### src/rtl/conv_window_sched_if.sv
// Memory-read and FIFO-push bus between the window scheduler and its memories/FIFO.
interface conv_window_sched_if #(
  parameter int PIXEL_WIDTH  = 8,
  parameter int WEIGHT_WIDTH = 8,
  parameter int PA_W         = 10,
  parameter int WA_W         = 4
);
  logic                                mem_rd;
  logic [PA_W-1:0]                     pixel_addr;
  logic [WA_W-1:0]                     weight_addr;
  logic [PIXEL_WIDTH-1:0]              pixel_rdata;
  logic [WEIGHT_WIDTH-1:0]             weight_rdata;
  logic                                fifo_afull;
  logic                                fifo_write;
  logic [PIXEL_WIDTH+WEIGHT_WIDTH-1:0] fifo_wdata;

  modport master (
    output mem_rd, pixel_addr, weight_addr, fifo_write, fifo_wdata,
    input  pixel_rdata, weight_rdata, fifo_afull
  );

  modport slave (
    input  mem_rd, pixel_addr, weight_addr, fifo_write, fifo_wdata,
    output pixel_rdata, weight_rdata, fifo_afull
  );
endinterface

### src/rtl/conv_window_sched.sv
// Issues pixel/weight reads for every KxK convolution window in raster order and
// forwards the returned pair into a downstream FIFO, throttled by fifo_afull.
module conv_window_sched #(
  parameter int IMG_W        = 32,
  parameter int IMG_H        = 32,
  parameter int K            = 3,
  parameter int PIXEL_WIDTH  = 8,
  parameter int WEIGHT_WIDTH = 8
) (
  input  logic                 clk,
  input  logic                 reset,
  input  logic                 start,
  output logic                 busy,
  output logic                 done,
  output logic [9:0]           win_cnt,
  conv_window_sched_if.master  bus
);

  localparam int PA_W = $clog2(IMG_W*IMG_H);
  localparam int WA_W = $clog2(K*K);
  localparam int RW   = $clog2(IMG_H+1);
  localparam int CW   = $clog2(IMG_W+1);
  localparam int KW   = $clog2(K+1);

  localparam logic [RW-1:0] ROW_LAST = RW'(IMG_H-K);
  localparam logic [CW-1:0] COL_LAST = CW'(IMG_W-K);
  localparam logic [KW-1:0] K_LAST   = KW'(K-1);

  typedef enum logic [1:0] {IDLE, FETCH, DRAIN, DONE} state_t;

  state_t          state_q, state_d;
  logic [RW-1:0]   row_q;
  logic [CW-1:0]   col_q;
  logic [KW-1:0]   kr_q, kc_q;
  logic            rd_p0;
  logic            vld_p1;
  logic            start_acc;
  logic            kc_last, kr_last, col_last, row_last, win_last, pass_last;

  assign kc_last   = (kc_q == K_LAST);
  assign kr_last   = (kr_q == K_LAST);
  assign col_last  = (col_q == COL_LAST);
  assign row_last  = (row_q == ROW_LAST);
  assign win_last  = kc_last && kr_last;
  assign pass_last = win_last && col_last && row_last;
  assign start_acc = (state_q == IDLE) && start;

  always_comb begin
    state_d = state_q;
    rd_p0   = 1'b0;
    case (state_q)
      IDLE:  if (start) state_d = FETCH;
      FETCH: begin
        rd_p0 = !bus.fifo_afull;
        if (rd_p0 && pass_last) state_d = DRAIN;
      end
      // No reads are issued here, so the only outstanding one is written this cycle.
      DRAIN: state_d = DONE;
      DONE:  state_d = IDLE;
      default: state_d = IDLE;
    endcase
  end

  always_ff @(posedge clk) begin
    if (reset) begin
      state_q <= IDLE;
      vld_p1  <= 1'b0;
      win_cnt <= '0;
    end else begin
      state_q <= state_d;
      vld_p1  <= rd_p0;
      if (start_acc)
        win_cnt <= '0;
      else if (rd_p0 && win_last)
        win_cnt <= win_cnt + 10'd1;
    end
  end

  // Stage p0: scan counters; they wrap to zero after the final read of a pass.
  always_ff @(posedge clk) begin
    if (reset) begin
      row_q <= '0;
      col_q <= '0;
      kr_q  <= '0;
      kc_q  <= '0;
    end else if (rd_p0) begin
      if (kc_last) begin
        kc_q <= '0;
        if (kr_last) begin
          kr_q <= '0;
          if (col_last) begin
            col_q <= '0;
            row_q <= row_last ? '0 : row_q + RW'(1);
          end else begin
            col_q <= col_q + CW'(1);
          end
        end else begin
          kr_q <= kr_q + KW'(1);
        end
      end else begin
        kc_q <= kc_q + KW'(1);
      end
    end
  end

  assign bus.mem_rd      = rd_p0;
  assign bus.pixel_addr  = PA_W'((32'(row_q) + 32'(kr_q)) * IMG_W + 32'(col_q) + 32'(kc_q));
  assign bus.weight_addr = WA_W'(32'(kr_q) * K + 32'(kc_q));

  // Stage p1: memory data returns one cycle after the read strobe.
  assign bus.fifo_write  = vld_p1;
  assign bus.fifo_wdata  = vld_p1 ? {bus.pixel_rdata, bus.weight_rdata} : '0;

  assign busy = (state_q == FETCH) || (state_q == DRAIN);
  assign done = (state_q == DONE);

endmodule

### src/flat_wrapper.sv
// flat-port wrapper written by rule: the top's interface ports become plain ports
module conv_window_sched_flat 
#(
  parameter int IMG_W        = 32,
  parameter int IMG_H        = 32,
  parameter int K            = 3,
  parameter int PIXEL_WIDTH  = 8,
  parameter int WEIGHT_WIDTH = 8
)
  (clk, reset, start, busy, done, win_cnt, bus_mem_rd, bus_pixel_addr, bus_weight_addr, bus_fifo_write, bus_fifo_wdata, bus_pixel_rdata, bus_weight_rdata, bus_fifo_afull);
  conv_window_sched_if #(.PIXEL_WIDTH(PIXEL_WIDTH), .WEIGHT_WIDTH(WEIGHT_WIDTH), .PA_W(10), .WA_W(4)) bus_i ();
  input  logic clk;
  input  logic reset;
  input  logic start;
  output logic busy;
  output logic done;
  output logic [9:0] win_cnt;
  output wire logic [$bits(bus_i.mem_rd)-1:0] bus_mem_rd;
  output wire logic [$bits(bus_i.pixel_addr)-1:0] bus_pixel_addr;
  output wire logic [$bits(bus_i.weight_addr)-1:0] bus_weight_addr;
  output wire logic [$bits(bus_i.fifo_write)-1:0] bus_fifo_write;
  output wire logic [$bits(bus_i.fifo_wdata)-1:0] bus_fifo_wdata;
  input wire logic [$bits(bus_i.pixel_rdata)-1:0] bus_pixel_rdata;
  input wire logic [$bits(bus_i.weight_rdata)-1:0] bus_weight_rdata;
  input wire logic [$bits(bus_i.fifo_afull)-1:0] bus_fifo_afull;
  assign bus_mem_rd = bus_i.mem_rd;
  assign bus_pixel_addr = bus_i.pixel_addr;
  assign bus_weight_addr = bus_i.weight_addr;
  assign bus_fifo_write = bus_i.fifo_write;
  assign bus_fifo_wdata = bus_i.fifo_wdata;
  assign bus_i.pixel_rdata = bus_pixel_rdata;
  assign bus_i.weight_rdata = bus_weight_rdata;
  assign bus_i.fifo_afull = bus_fifo_afull;
  conv_window_sched #(.IMG_W(IMG_W), .IMG_H(IMG_H), .K(K), .PIXEL_WIDTH(PIXEL_WIDTH), .WEIGHT_WIDTH(WEIGHT_WIDTH)) u_core (.clk(clk), .reset(reset), .start(start), .busy(busy), .done(done), .win_cnt(win_cnt), .bus(bus_i));
endmodule
### config.mk
export PLATFORM = sky130hd
export DESIGN_NAME = conv_window_sched_flat
export DESIGN_NICKNAME = d
export VERILOG_FILES = /design/src/rtl/conv_window_sched_if.sv /design/src/rtl/conv_window_sched.sv /design/src/flat_wrapper.sv
export SDC_FILE = /design/constraint.sdc
export NUM_CORES = 1
export LEC_CHECK = 0
export CAP_MARGIN = 25
export CORE_MARGIN = 4
export CORE_UTILIZATION = 56
export CTS_BUF_LIST = sky130_fd_sc_hd__clkbuf_16
export CTS_CLUSTER_DIAMETER = 100
export CTS_CLUSTER_SIZE = 14
export DETAILED_ROUTE_END_ITERATION = 10
export DONT_BUFFER_PORTS = 1
export PLACE_DENSITY_LB_ADDON = 0.08
export SLEW_MARGIN = 20
export SYNTH_ARGS = -nofsm -noshare
export SYNTH_HDL_FRONTEND = slang
export SYNTH_SLANG_ARGS = --single-unit
export TNS_END_PERCENT = 5
### constraint.sdc
create_clock -name clk -period 4.6 [get_ports clk]
set_input_delay 0 -clock clk [delete_from_list [all_inputs] [get_ports clk]]
set_output_delay 0 -clock clk [all_outputs]
set_load 0.01 [all_outputs]
# After elaboration in Yosys (flattened, before gate mapping)
# Index checks and enable logic that the tools add are counted.
[totals]
ff_bits = 29
in_bits = 20
output_inout_bits = 44
elab_cells = 49
[op_classes]
add_sub_neg = 9
mul = 1
n_eq_ne = 9
n_mux = 9
n_reduce_logical = 14
[op_table]
columns = ["operator", "count"]
rows = [
  ["two-way mux 16 bit", 1],
  ["adder 6 x 1 -> 6 bit (second input constant)", 2],
  ["equality test 6 x 5 -> 1 bit (second input constant)", 2],
  ["two-way mux 6 bit", 2],
  ["adder 10 x 1 -> 10 bit (second input constant)", 1],
  ["adder 10 x 2 -> 10 bit", 1],
  ["adder 10 x 6 -> 10 bit", 1],
  ["equality test 2 bit (second input constant)", 4],
  ["two-way mux 2 bit", 4],
  ["case mux 2 bit (4 select lines)", 1],
  ["logical AND 1 bit", 6],
  ["adder 5 x 2 -> 5 bit", 1],
  ["adder 2 x 1 -> 2 bit (second input constant)", 2],
  ["adder 4 x 2 -> 4 bit", 1],
  ["multiplier 2 x 2 -> 4 bit (second input constant)", 1],
  ["AND reduction 2 bit", 2],
  ["AND reduction 4 bit", 1],
  ["AND reduction 3 bit", 1],
  ["equality test 2 x 1 -> 1 bit (second input constant)", 1],
  ["logical NOT 2 bit", 1],
  ["!= test 2 x 1 -> 1 bit (second input constant)", 1],
  ["!= test 2 bit (second input constant)", 1],
  ["OR reduction 2 bit", 1],
  ["logical NOT 1 bit", 1],
  ["2 further kinds", 2],
]

# Logic depth before layout (Yosys ltp)
[logic_depth]
word_depth = 7
depth_mapped = 8

# Least setup slack after synthesis
# OpenSTA, ideal clock, no wires.
[synth_path]
kind = "register to output"
start = "register u_core.kr_q[0]"
end = "output bus_pixel_addr[9]"
arrival_ps = 1761
required_time_ps = 4600
slack_ps = 2839
stages_incl_launch_ff = 8
cell_sequence = "dfxtp_1 > ha_1 > ha_1 > a41o_1 > nand3_1 > nor3_1 > a21oi_1 > xnor2_1"
[synth_between]
elab_chain_len = 3
[synth_lines]
columns = ["item", "line_no", "source"]
rows = [
  ["start: declaration", "conv_window_sched.sv:34", "logic [KW-1:0] kr_q, kc_q;"],
  ["start signal: assignment", "conv_window_sched.sv:98", "kr_q <= kr_q + KW'(1);"],
  ["adder 5 x 2 -> 5 bit", "conv_window_sched.sv:107", "assign bus.pixel_addr = PA_W'((32'(row_q) + 32'(kr_q)) * IMG_W + 32'(col_q) + 32'(kc_q));"],
  ["adder 10 x 6 -> 10 bit", "conv_window_sched.sv:107", ""],
  ["adder 10 x 2 -> 10 bit", "conv_window_sched.sv:107", ""],
  ["end: declaration", "flat_wrapper.sv:19", "output wire logic [$bits(bus_i.pixel_addr)-1:0] bus_pixel_addr;"],
]
# No other way between the ends.

# Worst setup path after layout
# Same ends and word-level chain as after synthesis.

==> results.cfg <==
[run_status]
status = finished, final reports clean

[synth]
syn-num-nets = 258
synth_edf_count = 0
synth_top_area_share_pct = 29.3
ys_seq_area_share_pct = 29.3
synth_xor_xnor_area_share_pct = 12.4
synth_warnings = 0
synth_top_area_cell = dfxtp_1
async_flop_share_pct = 0
synth-simple-area-share_pct = 26.4
synth_area_per_cell_um2 = 9.25
netlist-cell-type-count = 41
synth_top_family_by_area = simple AND/OR/NAND/NOR gates
synth_mux_area_share_pct = 2.53
synthTopCellsByArea = dfxtp_1 (29%), ha_1 (13%), xor2_1 (6.6%)
synth_area_um2 = 1980
synth-compound-area-share_pct = 5.75
ys_seq_elements = 29
synth-adder-area-share_pct = 16.7
synthFlopType = dfxtp_1
synth_cells = 214

[floorplan]
start_util_pct = 58.9
core_um2 = 3360
die_w_um = 67.5
num_rows = 21
ioPinCount = 64
die-area_um2 = 4550
die_y_um = 67.5

[critical_path]
slowest_stage = dfxtp_1
reg2reg_to = u_core.row_q[5]$_SDFFE_PP0P_
critPathCaptureType = output pin
arrival_ps = 2290
path_delay_family = adder cells
rrSetupSlack_ps = 2840
cp_max_fo = 6
path_buf_inv = 0
critPathRequiredTime_ps = 4600
setup.worst_path.class = flip-flop to output pin
cp_common_cell = ha_1
crit_chain = ha_1, ha_1, a41o_1, nand3_1, nor3_1, a21oi_1, xnor2_1
r2r_cells = 6
r2r-start = u_core.kr_q[1]$_SDFFE_PP0P_
crit_start = u_core.kr_q[0]$_SDFFE_PP0P_
start_kind = flip-flop
slowest_delay_ps = 450

[sta]
slew_violations = 0
hold_viol_final = 0
hold_slack_ps = 28.2
max_freq_ghz = 0.437
rsz0062_at_grt = false
tns_ps = 0
fin_crit_ps = 2290
setup_viol = 0
worst_slew_pin_slew_ps = 617
fin_skew_ps = 2.48
max_slew_margin_pct = 58.7
fin_crit_sh_pct = 49.8

[final_layout]
fin_nets = 258
fillers = 303
area_growth_pct = 5.50
multi_input_area_um2 = 1260
regArea_um2 = 581
utilization_pct = 62.1
antenna_cells = 0
drive_gt1_share_pct = 7.94

[cts]
clk_path_buf_depth = 2
clock_latency_ps = 270
clock_sinks = 29
htree_levels = 2
cts_tree = yes
cts_buffers = 5
cts-root-buf = clkbuf_16
post-cts-setup-buffers = 0
path_clk_slew_ps = 50

[global_routing]
antenna_found_initial = 0
grtUsageMet1_pct = 22.2
grt_pass1_vias = 1437
grt_start_max_net_pins = 18
grtUsageTotal_pct = 19.1
gr-total-overflow = 0
grt_util_met2_pct = 31.2
use_met3_pct = 7.32
grt_pass1_wl_um = 6490
top_usage_layer = met2

[hold_path]
whs_endpoint = u_core.bus.fifo_write$_SDFF_PP0_
hold_start = bus_fifo_afull
hold_depth = 2
min_path_type = input pin to flip-flop

[placement]
dp_hpwl_um = 3070
port_buffers = 0
gp_congestion = 0.787

[job]
drv_cap = 0

[route]
wl_um = 3910
vias = 1444
routed_via_density = 5.55
firstDrtPassIters = 4
drc_errors = 0
antenna_left = 0
routedWlPerCell_um = 15.1
drtIter0Drc = 53

[power_and_ir_drop]
pwr_density_cell_nw_per_um2 = 336
peakVddDrop_uv = 319
swShare_pct = 28.1
seqPwrFrac_pct = 40.7
p_comb_share_pct = 18.0
intPower_w = 0.000505
clkPwrFrac_pct = 41.3
p_leak_nw = 0.903
power_switching_w = 0.000198
==> layer usage <==
layer,share of wire (%),up-vias,wire length (um)
met5,0,-,0
met2,47,50,1840
li1,-,714,-
met4,2.0,0,77
met3,8.2,8,319
met1,43,672,1680
==> area by class of cell <==
| class | instances | area share, % |
|---|---|---|
| clock buffer | 5 | 5.99 |
| timing repair buffer | 1 | 0.479 |
| inverter | 12 | 2.16 |
| tap | 46 | 2.76 |
| clock inverter | 2 | 0.359 |
| multi-input combinational | 165 | 60.5 |
| sequential | 29 | 27.8 |
==> how the worst max path moves through the flow <==
stage / end / slack, ps / cells after the start
detailed placement: bus_pixel_addr[9] / 2600 / 7
global placement: bus_pixel_addr[9] / 2720 / 7
finish: bus_pixel_addr[9] / 2310 / 7
global route: bus_pixel_addr[9] / 2100 / 7
CTS: bus_pixel_addr[9] / 2300 / 7
floorplan: bus_pixel_addr[9] / 2840 / 7
==> registers in the layout, summed over array words and instances, names as in the netlist <==
register and cells:
u_core.win_cnt 10, u_core.col_q 6, u_core.row_q 6, u_core.kc_q 2, u_core.kr_q 2, u_core.state_q 2
u_core.bus.fifo_write 1
==> power groups by stage <==
stage               clock network (W)  registers, W  logic, W
global placement                    0      0.000287  0.000121
CTS                          0.000296      0.000286  0.000128
finish                       0.000290      0.000286  0.000126
floorplan                           0      0.000283  0.000112
detailed placement                  0      0.000291  0.000125
global route                 0.000311      0.000289  0.000143
==> repair_timing <==
action	CTS	global route
hold buffers	1	0
resized for setup	0	0
hold endpoints to repair	19	0
==> through the flow <==
stage | setup WS, ps | total power (W) | cell area, um2 | cells
2_1_floorplan | 2840 | 0.000395 | 1980 | 214
3_3_place_gp | 2720 | 0.000408 | 1950 | 252
3_5_place_dp | 2600 | 0.000416 | 1950 | 252
4_1_cts | 2300 | 0.000711 | 2090 | 260
5_1_grt | 2100 | 0.000743 | 2090 | 260
6_report | 2310 | 0.000702 | 2090 | 260
==> Yosys cell counts (all sizes together) (3+ instances only) <==
master / number
dfxtp: 29
nor2: 26
ha: 20
and2: 17
xor2: 15
xnor2: 13
inv: 12
nand2: 8
nand4: 8
and3: 7
nor3: 7
a21oi: 6
nand3: 6
mux2i: 5
clkbuf: 4
fa: 4
nand2b: 4
a21o: 3
buf: 3
nor2b: 3
==> cells in the final DEF, fill, tap and decap left out, types with 3 or more instances in the layout <==
cell type and instances:
nor2b_1 3, and2_1 16, inv_1 13, and3_1 5, nor2_1 26, nor3_1 5, nand2b_1 4, mux2i_1 5
nand4_1 8, a21oi_1 5, ha_1 20, xnor2_1 13, nand2_1 8, clkbuf_16 5, dfxtp_1 29, xor2_1 15
fa_1 4, nand3_1 6
==> cells by family (layout without fill, tap and decap cells) <==
group,count (synthesis),after routing
xor+xnor,28,28
flops,29,29
buf+inv,20,20
simple gates,93,93
compound gates,15,15
fa+ha+maj,24,24
mux,5,5
(Power assumes the default switching activity.)
